**src/rtl/ntt_ram_sequencer_if.sv**
```systemverilog
// Bundle between the NTT RAM sequencer, the dual-port coefficient RAM and the butterfly unit.
// master = sequencer side, slave = RAM/butterfly/controller side.
interface ntt_ram_sequencer_if #(
  parameter int DW = 12,
  parameter int AW = 8
);
  logic          start;
  logic          inv;
  logic          busy;
  logic          done;
  logic          we_a;
  logic          we_b;
  logic [AW-1:0] addr_a;
  logic [AW-1:0] addr_b;
  logic [DW-1:0] data_a;
  logic [DW-1:0] data_b;
  logic [DW-1:0] q_a;
  logic [DW-1:0] q_b;
  logic          bf_valid;
  logic [DW-1:0] bf_u;
  logic [DW-1:0] bf_v;
  logic [6:0]    bf_zeta_idx;
  logic          bf_inv;
  logic          bf_res_valid;
  logic [DW-1:0] bf_res_u;
  logic [DW-1:0] bf_res_v;

  modport master (
    input  start, inv, q_a, q_b, bf_res_valid, bf_res_u, bf_res_v,
    output busy, done, we_a, we_b, addr_a, addr_b, data_a, data_b,
           bf_valid, bf_u, bf_v, bf_zeta_idx, bf_inv
  );

  modport slave (
    output start, inv, q_a, q_b, bf_res_valid, bf_res_u, bf_res_v,
    input  busy, done, we_a, we_b, addr_a, addr_b, data_a, data_b,
           bf_valid, bf_u, bf_v, bf_zeta_idx, bf_inv
  );
endinterface

```
**src/rtl/ntt_ram_sequencer.sv**
```systemverilog
// Walks the full 256-point Kyber NTT / inverse NTT butterfly schedule over a dual-port RAM,
// one butterfly in flight: read pair, hand to butterfly unit, wait, write pair back.
//
// state | meaning
// IDLE  | waiting for start, outputs parked at 0
// RD    | addresses j / j+len presented, RAM read in progress
// OP    | RAM data valid, operands pushed to butterfly unit
// WT    | waiting for butterfly result, captured on bf_res_valid
// WR    | both results written back, schedule advanced
module ntt_ram_sequencer #(
  parameter int DW = 12,
  parameter int AW = 8
) (
  input  logic                clk,
  input  logic                rst,
  ntt_ram_sequencer_if.master bus
);

  typedef enum logic [2:0] {IDLE, RD, OP, WT, WR} state_t;

  state_t        state_q, state_d;
  logic [AW-1:0] j_q, j_d;
  logic [AW-1:0] addr_b_q, addr_b_d;
  logic [AW-1:0] len_q, len_d;
  logic [6:0]    k_q, k_d;
  logic          inv_q, inv_d;
  logic [DW-1:0] u_q, u_d;
  logic [DW-1:0] v_q, v_d;
  logic [DW-1:0] da_q, da_d;
  logic [DW-1:0] db_q, db_d;
  logic          done_q, done_d;

  logic [AW:0]   j_nx;
  logic [AW:0]   grp_nx;
  logic [AW-1:0] len_nx;
  logic [6:0]    k_nx;
  logic          group_end;
  logic          last_stage;

  always_ff @(posedge clk) begin
    if (rst) begin
      state_q  <= IDLE;
      j_q      <= '0;
      addr_b_q <= '0;
      len_q    <= '0;
      k_q      <= '0;
      inv_q    <= 1'b0;
      u_q      <= '0;
      v_q      <= '0;
      da_q     <= '0;
      db_q     <= '0;
      done_q   <= 1'b0;
    end else begin
      state_q  <= state_d;
      j_q      <= j_d;
      addr_b_q <= addr_b_d;
      len_q    <= len_d;
      k_q      <= k_d;
      inv_q    <= inv_d;
      u_q      <= u_d;
      v_q      <= v_d;
      da_q     <= da_d;
      db_q     <= db_d;
      done_q   <= done_d;
    end
  end

  // Groups are aligned to 2*len, so j+1 landing on a multiple of len closes the group.
  always_comb begin
    j_nx       = {1'b0, j_q} + 9'd1;
    grp_nx     = j_nx + {1'b0, len_q};
    group_end  = (j_nx[AW-1:0] & (len_q - 8'd1)) == '0;
    last_stage = inv_q ? (len_q == 8'd128) : (len_q == 8'd2);
    len_nx     = inv_q ? (len_q << 1) : (len_q >> 1);
    k_nx       = inv_q ? (k_q - 7'd1) : (k_q + 7'd1);
  end

  always_comb begin
    state_d  = state_q;
    j_d      = j_q;
    addr_b_d = addr_b_q;
    len_d    = len_q;
    k_d      = k_q;
    inv_d    = inv_q;
    u_d      = u_q;
    v_d      = v_q;
    da_d     = da_q;
    db_d     = db_q;
    done_d   = 1'b0;

    unique case (state_q)
      IDLE: begin
        if (bus.start) begin
          state_d  = RD;
          inv_d    = bus.inv;
          j_d      = '0;
          len_d    = bus.inv ? 8'd2 : 8'd128;
          addr_b_d = bus.inv ? 8'd2 : 8'd128;
          k_d      = bus.inv ? 7'd127 : 7'd1;
        end
      end
      RD: state_d = OP;
      OP: begin
        state_d = WT;
        u_d     = bus.q_a;
        v_d     = bus.q_b;
      end
      WT: begin
        if (bus.bf_res_valid) begin
          state_d = WR;
          da_d    = bus.bf_res_u;
          db_d    = bus.bf_res_v;
        end
      end
      WR: begin
        state_d = RD;
        if (!group_end) begin
          j_d      = j_nx[AW-1:0];
          addr_b_d = j_nx[AW-1:0] + len_q;
        end else begin
          k_d = k_nx;
          if (!grp_nx[AW]) begin
            j_d      = grp_nx[AW-1:0];
            addr_b_d = grp_nx[AW-1:0] + len_q;
          end else if (last_stage) begin
            state_d  = IDLE;
            done_d   = 1'b1;
            j_d      = '0;
            addr_b_d = '0;
            len_d    = '0;
            k_d      = '0;
          end else begin
            j_d      = '0;
            len_d    = len_nx;
            addr_b_d = len_nx;
          end
        end
      end
      default: state_d = IDLE;
    endcase
  end

  // Operands come straight from the RAM in OP and are held from the capture afterwards.
  assign bus.busy        = (state_q != IDLE);
  assign bus.done        = done_q;
  assign bus.we_a        = (state_q == WR);
  assign bus.we_b        = (state_q == WR);
  assign bus.addr_a      = j_q;
  assign bus.addr_b      = addr_b_q;
  assign bus.data_a      = da_q;
  assign bus.data_b      = db_q;
  assign bus.bf_valid    = (state_q == OP);
  assign bus.bf_u        = (state_q == OP) ? bus.q_a : u_q;
  assign bus.bf_v        = (state_q == OP) ? bus.q_b : v_q;
  assign bus.bf_zeta_idx = k_q;
  assign bus.bf_inv      = inv_q;

endmodule

```
**src/flat_wrapper.sv**
```systemverilog
// flat-port wrapper written by rule: the top's interface ports become plain ports
module ntt_ram_sequencer_flat 
#(
  parameter int DW = 12,
  parameter int AW = 8
)
  (clk, rst, bus_start, bus_inv, bus_q_a, bus_q_b, bus_bf_res_valid, bus_bf_res_u, bus_bf_res_v, bus_busy, bus_done, bus_we_a, bus_we_b, bus_addr_a, bus_addr_b, bus_data_a, bus_data_b, bus_bf_valid, bus_bf_u, bus_bf_v, bus_bf_zeta_idx, bus_bf_inv);
  ntt_ram_sequencer_if #(.DW(DW), .AW(AW)) bus_i ();
  input  logic clk;
  input  logic rst;
  input wire logic [$bits(bus_i.start)-1:0] bus_start;
  input wire logic [$bits(bus_i.inv)-1:0] bus_inv;
  input wire logic [$bits(bus_i.q_a)-1:0] bus_q_a;
  input wire logic [$bits(bus_i.q_b)-1:0] bus_q_b;
  input wire logic [$bits(bus_i.bf_res_valid)-1:0] bus_bf_res_valid;
  input wire logic [$bits(bus_i.bf_res_u)-1:0] bus_bf_res_u;
  input wire logic [$bits(bus_i.bf_res_v)-1:0] bus_bf_res_v;
  output wire logic [$bits(bus_i.busy)-1:0] bus_busy;
  output wire logic [$bits(bus_i.done)-1:0] bus_done;
  output wire logic [$bits(bus_i.we_a)-1:0] bus_we_a;
  output wire logic [$bits(bus_i.we_b)-1:0] bus_we_b;
  output wire logic [$bits(bus_i.addr_a)-1:0] bus_addr_a;
  output wire logic [$bits(bus_i.addr_b)-1:0] bus_addr_b;
  output wire logic [$bits(bus_i.data_a)-1:0] bus_data_a;
  output wire logic [$bits(bus_i.data_b)-1:0] bus_data_b;
  output wire logic [$bits(bus_i.bf_valid)-1:0] bus_bf_valid;
  output wire logic [$bits(bus_i.bf_u)-1:0] bus_bf_u;
  output wire logic [$bits(bus_i.bf_v)-1:0] bus_bf_v;
  output wire logic [$bits(bus_i.bf_zeta_idx)-1:0] bus_bf_zeta_idx;
  output wire logic [$bits(bus_i.bf_inv)-1:0] bus_bf_inv;
  assign bus_i.start = bus_start;
  assign bus_i.inv = bus_inv;
  assign bus_i.q_a = bus_q_a;
  assign bus_i.q_b = bus_q_b;
  assign bus_i.bf_res_valid = bus_bf_res_valid;
  assign bus_i.bf_res_u = bus_bf_res_u;
  assign bus_i.bf_res_v = bus_bf_res_v;
  assign bus_busy = bus_i.busy;
  assign bus_done = bus_i.done;
  assign bus_we_a = bus_i.we_a;
  assign bus_we_b = bus_i.we_b;
  assign bus_addr_a = bus_i.addr_a;
  assign bus_addr_b = bus_i.addr_b;
  assign bus_data_a = bus_i.data_a;
  assign bus_data_b = bus_i.data_b;
  assign bus_bf_valid = bus_i.bf_valid;
  assign bus_bf_u = bus_i.bf_u;
  assign bus_bf_v = bus_i.bf_v;
  assign bus_bf_zeta_idx = bus_i.bf_zeta_idx;
  assign bus_bf_inv = bus_i.bf_inv;
  ntt_ram_sequencer #(.DW(DW), .AW(AW)) u_core (.clk(clk), .rst(rst), .bus(bus_i));
endmodule
```
**config.mk**
```make
export PLATFORM = sky130hd
export DESIGN_NAME = ntt_ram_sequencer_flat
export DESIGN_NICKNAME = d
export VERILOG_FILES = /design/src/rtl/ntt_ram_sequencer_if.sv /design/src/rtl/ntt_ram_sequencer.sv /design/src/flat_wrapper.sv
export SDC_FILE = /design/constraint.sdc
export NUM_CORES = 1
export LEC_CHECK = 0
export BUFFER_PORTS_ARGS = -buffer_cell sky130_fd_sc_hd__buf_4
export CAP_MARGIN = 20
export CORE_ASPECT_RATIO = 1.1
export CORE_MARGIN = 1
export CORE_UTILIZATION = 35
export CTS_CLUSTER_DIAMETER = 40
export DETAILED_ROUTE_END_ITERATION = 6
export PLACE_DENSITY = 0.67
export SLEW_MARGIN = 20
export SYNTH_ARGS = -nofsm -noshare
export SYNTH_HDL_FRONTEND = slang
export SYNTH_SLANG_ARGS = --single-unit
```
**constraint.sdc**
```tcl
create_clock -name clk -period 4.9 [get_ports clk]
set_input_delay 0.49 -clock clk [delete_from_list [all_inputs] [get_ports clk]]
set_output_delay 0.49 -clock clk [all_outputs]
set_load 0.005 [all_outputs]
```
==> summary.md <==
- area of the mapped netlist: 4610 µm²
- Iteration-0 DRC Markers: 268
- GRT Residual Overflow: 0
- H-tree levels: 3
- number of placed instances, taps included: 800
- area of the core: 12700 µm²
- violated checks: design-rule violations
- kind of end point of the critical path: flop
- worst r2r path cells: 14
- required time of the critical path: 5.17 ns
- number of max-slew violations in the final report: 0
- post-detailed-routing wire length: 13.2 mm
- Reg2Reg Setup Slack: 1.31 ns
- async set-or-reset flop fraction in the synthesized netlist: 0%
- clock latency on the worst-skew pair: 0.34 ns
- P_int: 1.32 mW
- number of instances resized during post-cts repair: 0
- synthesized netlist net count: 621
- run status: finished with violations
- Sw Ratio: 25.3%
- critical path fanouts, max: 7
- leakage power figure: 2.67 nW
- power spent charging and discharging nets: 0.445 mW
- hold-fix buffers at CTS: 0
- portion of the post-synthesis area used by sequential elements: 36.5%
- total clock buffers created by CTS: 9
- Global Route Usage Sum: 19.4%
- Final ANT Viol Nets: 0
- setup_tns: 0 ns
- critical register-to-register path startpoint: u_core.bus.addr_a[0]
- clock input transition at the sequential cells of the worst setup and hold paths: 0.06 ns
- Worst EP arrival: 3.86 ns
- RSZ-0062 raised after global routing: no
- Post-Synthesis Cells: 539
- end of the critical path: u_core.bus.addr_b[7]
- number of vias in the routed layout: 4398
- startpoint class of the critical path: flop
- Final Critical Period: 3.59 ns
- fraction of final layout cells with drive strength greater than 1: 27.9%
- I/O pin cnt: 130
- TritonCTS clock tree: yes
- final net count: 736
- share of the synthesized area in the top cell type: 36.5%
- IR drop worst, VDD: 163 µV
- wire length of the first global-routing pass: 20.7 mm
- RePlAce Congestion: 0.843
- max-cap viol count: 0
- Final Non-Filler Cells: 816
- Final setup violation count: 0
- number of hold violations in the final report: 0
- Util after Layout: 47.3%
- ratio of routed vias to standard cells: 5.39
- EDFF count, synth: 0
- dominant synthesized flop cell: dfxtp_1
- proportion of power drawn by the clock network: 41.7%
- post-detail-place hpwl: 9.70 mm
- Critical path origin: u_core.bus.addr_a[0]
- largest net degree at the start of global routing: 48
- Post-CTS Setup Bufs: 0
- relative contribution of sequential cells to total power: 42.1%
- number of synthesis warnings: 0
- via count of the first global-routing pass: 4213
- post-synth cell types: 54
- relative contribution of combinational cells to total power: 16.2%
- type of the worst setup path: flop to flop
- initial standard-cell utilization of the core: 36.3%
- Die X: 111 µm
- Hold Path Class: input pin to flop
- antenna violations before repair: 0
- setup ws final: 1.31 ns
- pin slew with the least headroom to its limit: 1.01 ns
- relative slew slack: 32.5%
- Max clock buf depth: 2
- number of cell rows: 43
- most numerous cell in the Yosys netlist: dfxtp_1
- top cell types by occurrence after synthesis: dfxtp_1 (84), nand2_1 (83), a21oi_1 (53), nor2_1 (30), mux2_2 (29)
- final worst path period share: 73.3%
- clock root buffer master: clkbuf_16
- clk sink count: 84
- Mean Syn Cell Area: 8.54 µm²
- number of buffer cells added on primary ports: 129
- Layout Area Growth over Synthesis: 30.3%
- highest clock rate: 278 MHz
- Post-Place Worst Slack: 1.35 ns
- die footprint: 13600 µm²
- capture instance of the worst register-to-register path: u_core.bus.addr_b[7]
- FF+latch count, synth: 84
- power per unit of standard cell area: 293 nW/µm²
- cell taking the most area after synthesis: dfxtp_1
- Diodes inserted: 0
- Die H: 122 µm
- maximum clock skew at final layout: 0.00342 ns
- # DRC: 22
- routed length per placed instance: 16.1 µm
- count of TritonRoute iterations in the first routing pass: 7
- Area contributors post-synth: dfxtp_1 (37%), mux2_2 (7.1%), ha_1 (7.1%), nand2_1 (6.8%), a21oi_1 (5.8%)
==> worst min-delay path by stage <==
stage / startpoint / endpoint / slack (ns) / cells after the start
after CTS: bus_bf_res_v[8] / u_core.bus.data_b[8] / 0.38 / 3
final: bus_bf_res_v[8] / u_core.bus.data_b[8] / 0.39 / 3
after global placement: u_core.bus.data_b[8] / u_core.bus.data_b[8] / 0.44 / 2
after floorplan: u_core.bus.addr_b[3] / u_core.bus.addr_b[3] / 0.45 / 2
after global routing: bus_bf_res_u[8] / u_core.bus.data_a[8] / 0.38 / 3
after detailed placement: u_core.bus.data_b[3] / u_core.bus.data_b[3] / 0.45 / 2
==> routing by layer <==
metal | global-route usage (%) | routed length (µm) | up-vias
met5 | 0 | 0 | -
met4 | 8.53 | 278 | 0
met3 | 4.20 | 761 | 21
met2 | 33.7 | 6460 | 154
met1 | 23.2 | 5660 | 2081
li1 | - | - | 2142
==> cell type report <==
type / instances / area [µm²]
Inverter: 18 / 67.6
Tap cell: 157 / 196
Clock inverter: 5 / 85.1
Fill cell: 1236 / 6700
Clock buffer: 11 / 233
Multi-Input combinational cell: 410 / 2760
Sequential cell: 84 / 1680
Timing Repair Buffer: 131 / 983
==> sequential cells by signal (all words and copies together), names as in the netlist <==
name	count
u_core.state_q	3
u_core.bus.bf_inv	1
u_core.bus.addr_a	8
u_core.len_q	8
u_core.u_q	12
u_core.bus.data_a	12
u_core.v_q	12
u_core.bus.addr_b	8
u_core.bus.bf_zeta_idx	7
u_core.bus.done	1
u_core.bus.data_b	12
==> worst max-delay path, cell delays in order, from the launching register on <==
cell and delay (ns):
dfxtp_1 0.38, ha_1 0.38, inv_1 0.08, fa_1 0.46, nand3b_1 0.22, nand2_1 0.09
xor2_1 0.37, ha_1 0.36, nand3_1 0.10, o211ai_1 0.12, o41ai_1 0.35, xor2_1 0.23
xnor2_1 0.14, nand2_1 0.06, o21ai_0 0.17
==> power groups by stage <==
stage	combinational [mW]	clock [mW]	sequential (mW)
global placement	0.278	0	0.754
global route	0.314	0.778	0.745
CTS	0.286	0.753	0.741
finish	0.285	0.734	0.742
detailed placement	0.285	0	0.756
floorplan	0.158	0	0.749
==> through the flow <==
| stage | area (µm²) | power, mW | hold WS, ns |
|---|---|---|---|
| 2_1_floorplan | 4610 | 0.907 | 0.449 |
| 3_3_place_gp | 5680 | 1.03 | 0.444 |
| 3_5_place_dp | 5680 | 1.04 | 0.451 |
| 4_1_cts | 6000 | 1.78 | 0.379 |
| 5_1_grt | 6000 | 1.84 | 0.384 |
| 6_report | 6000 | 1.76 | 0.392 |
==> cell usage in the layout (no fill, tap or decap), types with 4 or more instances in the layout <==
master       n
nand4_1      9
clkbuf_16    9
o21ai_0     23
o22ai_1      4
or3_1        4
mux2_2      29
nand3_1      7
nand2b_1     4
mux2i_1      6
or4_1        4
nand2_1     83
dfxtp_1     84
nor3_1       6
nor2_1      29
and2_1      25
ha_1        26
a222oi_1     5
a211oi_1     4
a21oi_1     53
xnor2_1     15
buf_4      131
xor2_1      13
inv_1       18
a21o_1       5
==> cells by family after synthesis <==
group / Yosys count / synth area share [%]
AOI/OAI and AO/OA: 128 / 17.8
xor gates and xnor gates: 28 / 5.32
adders and majority gates: 29 / 8.37
buffers and inverters: 45 / 3.83
DFF: 84 / 36.5
muxes: 35 / 8.39
and+or+nand+nor: 190 / 19.7
Note: power is estimated with default switching activity, not from simulation.
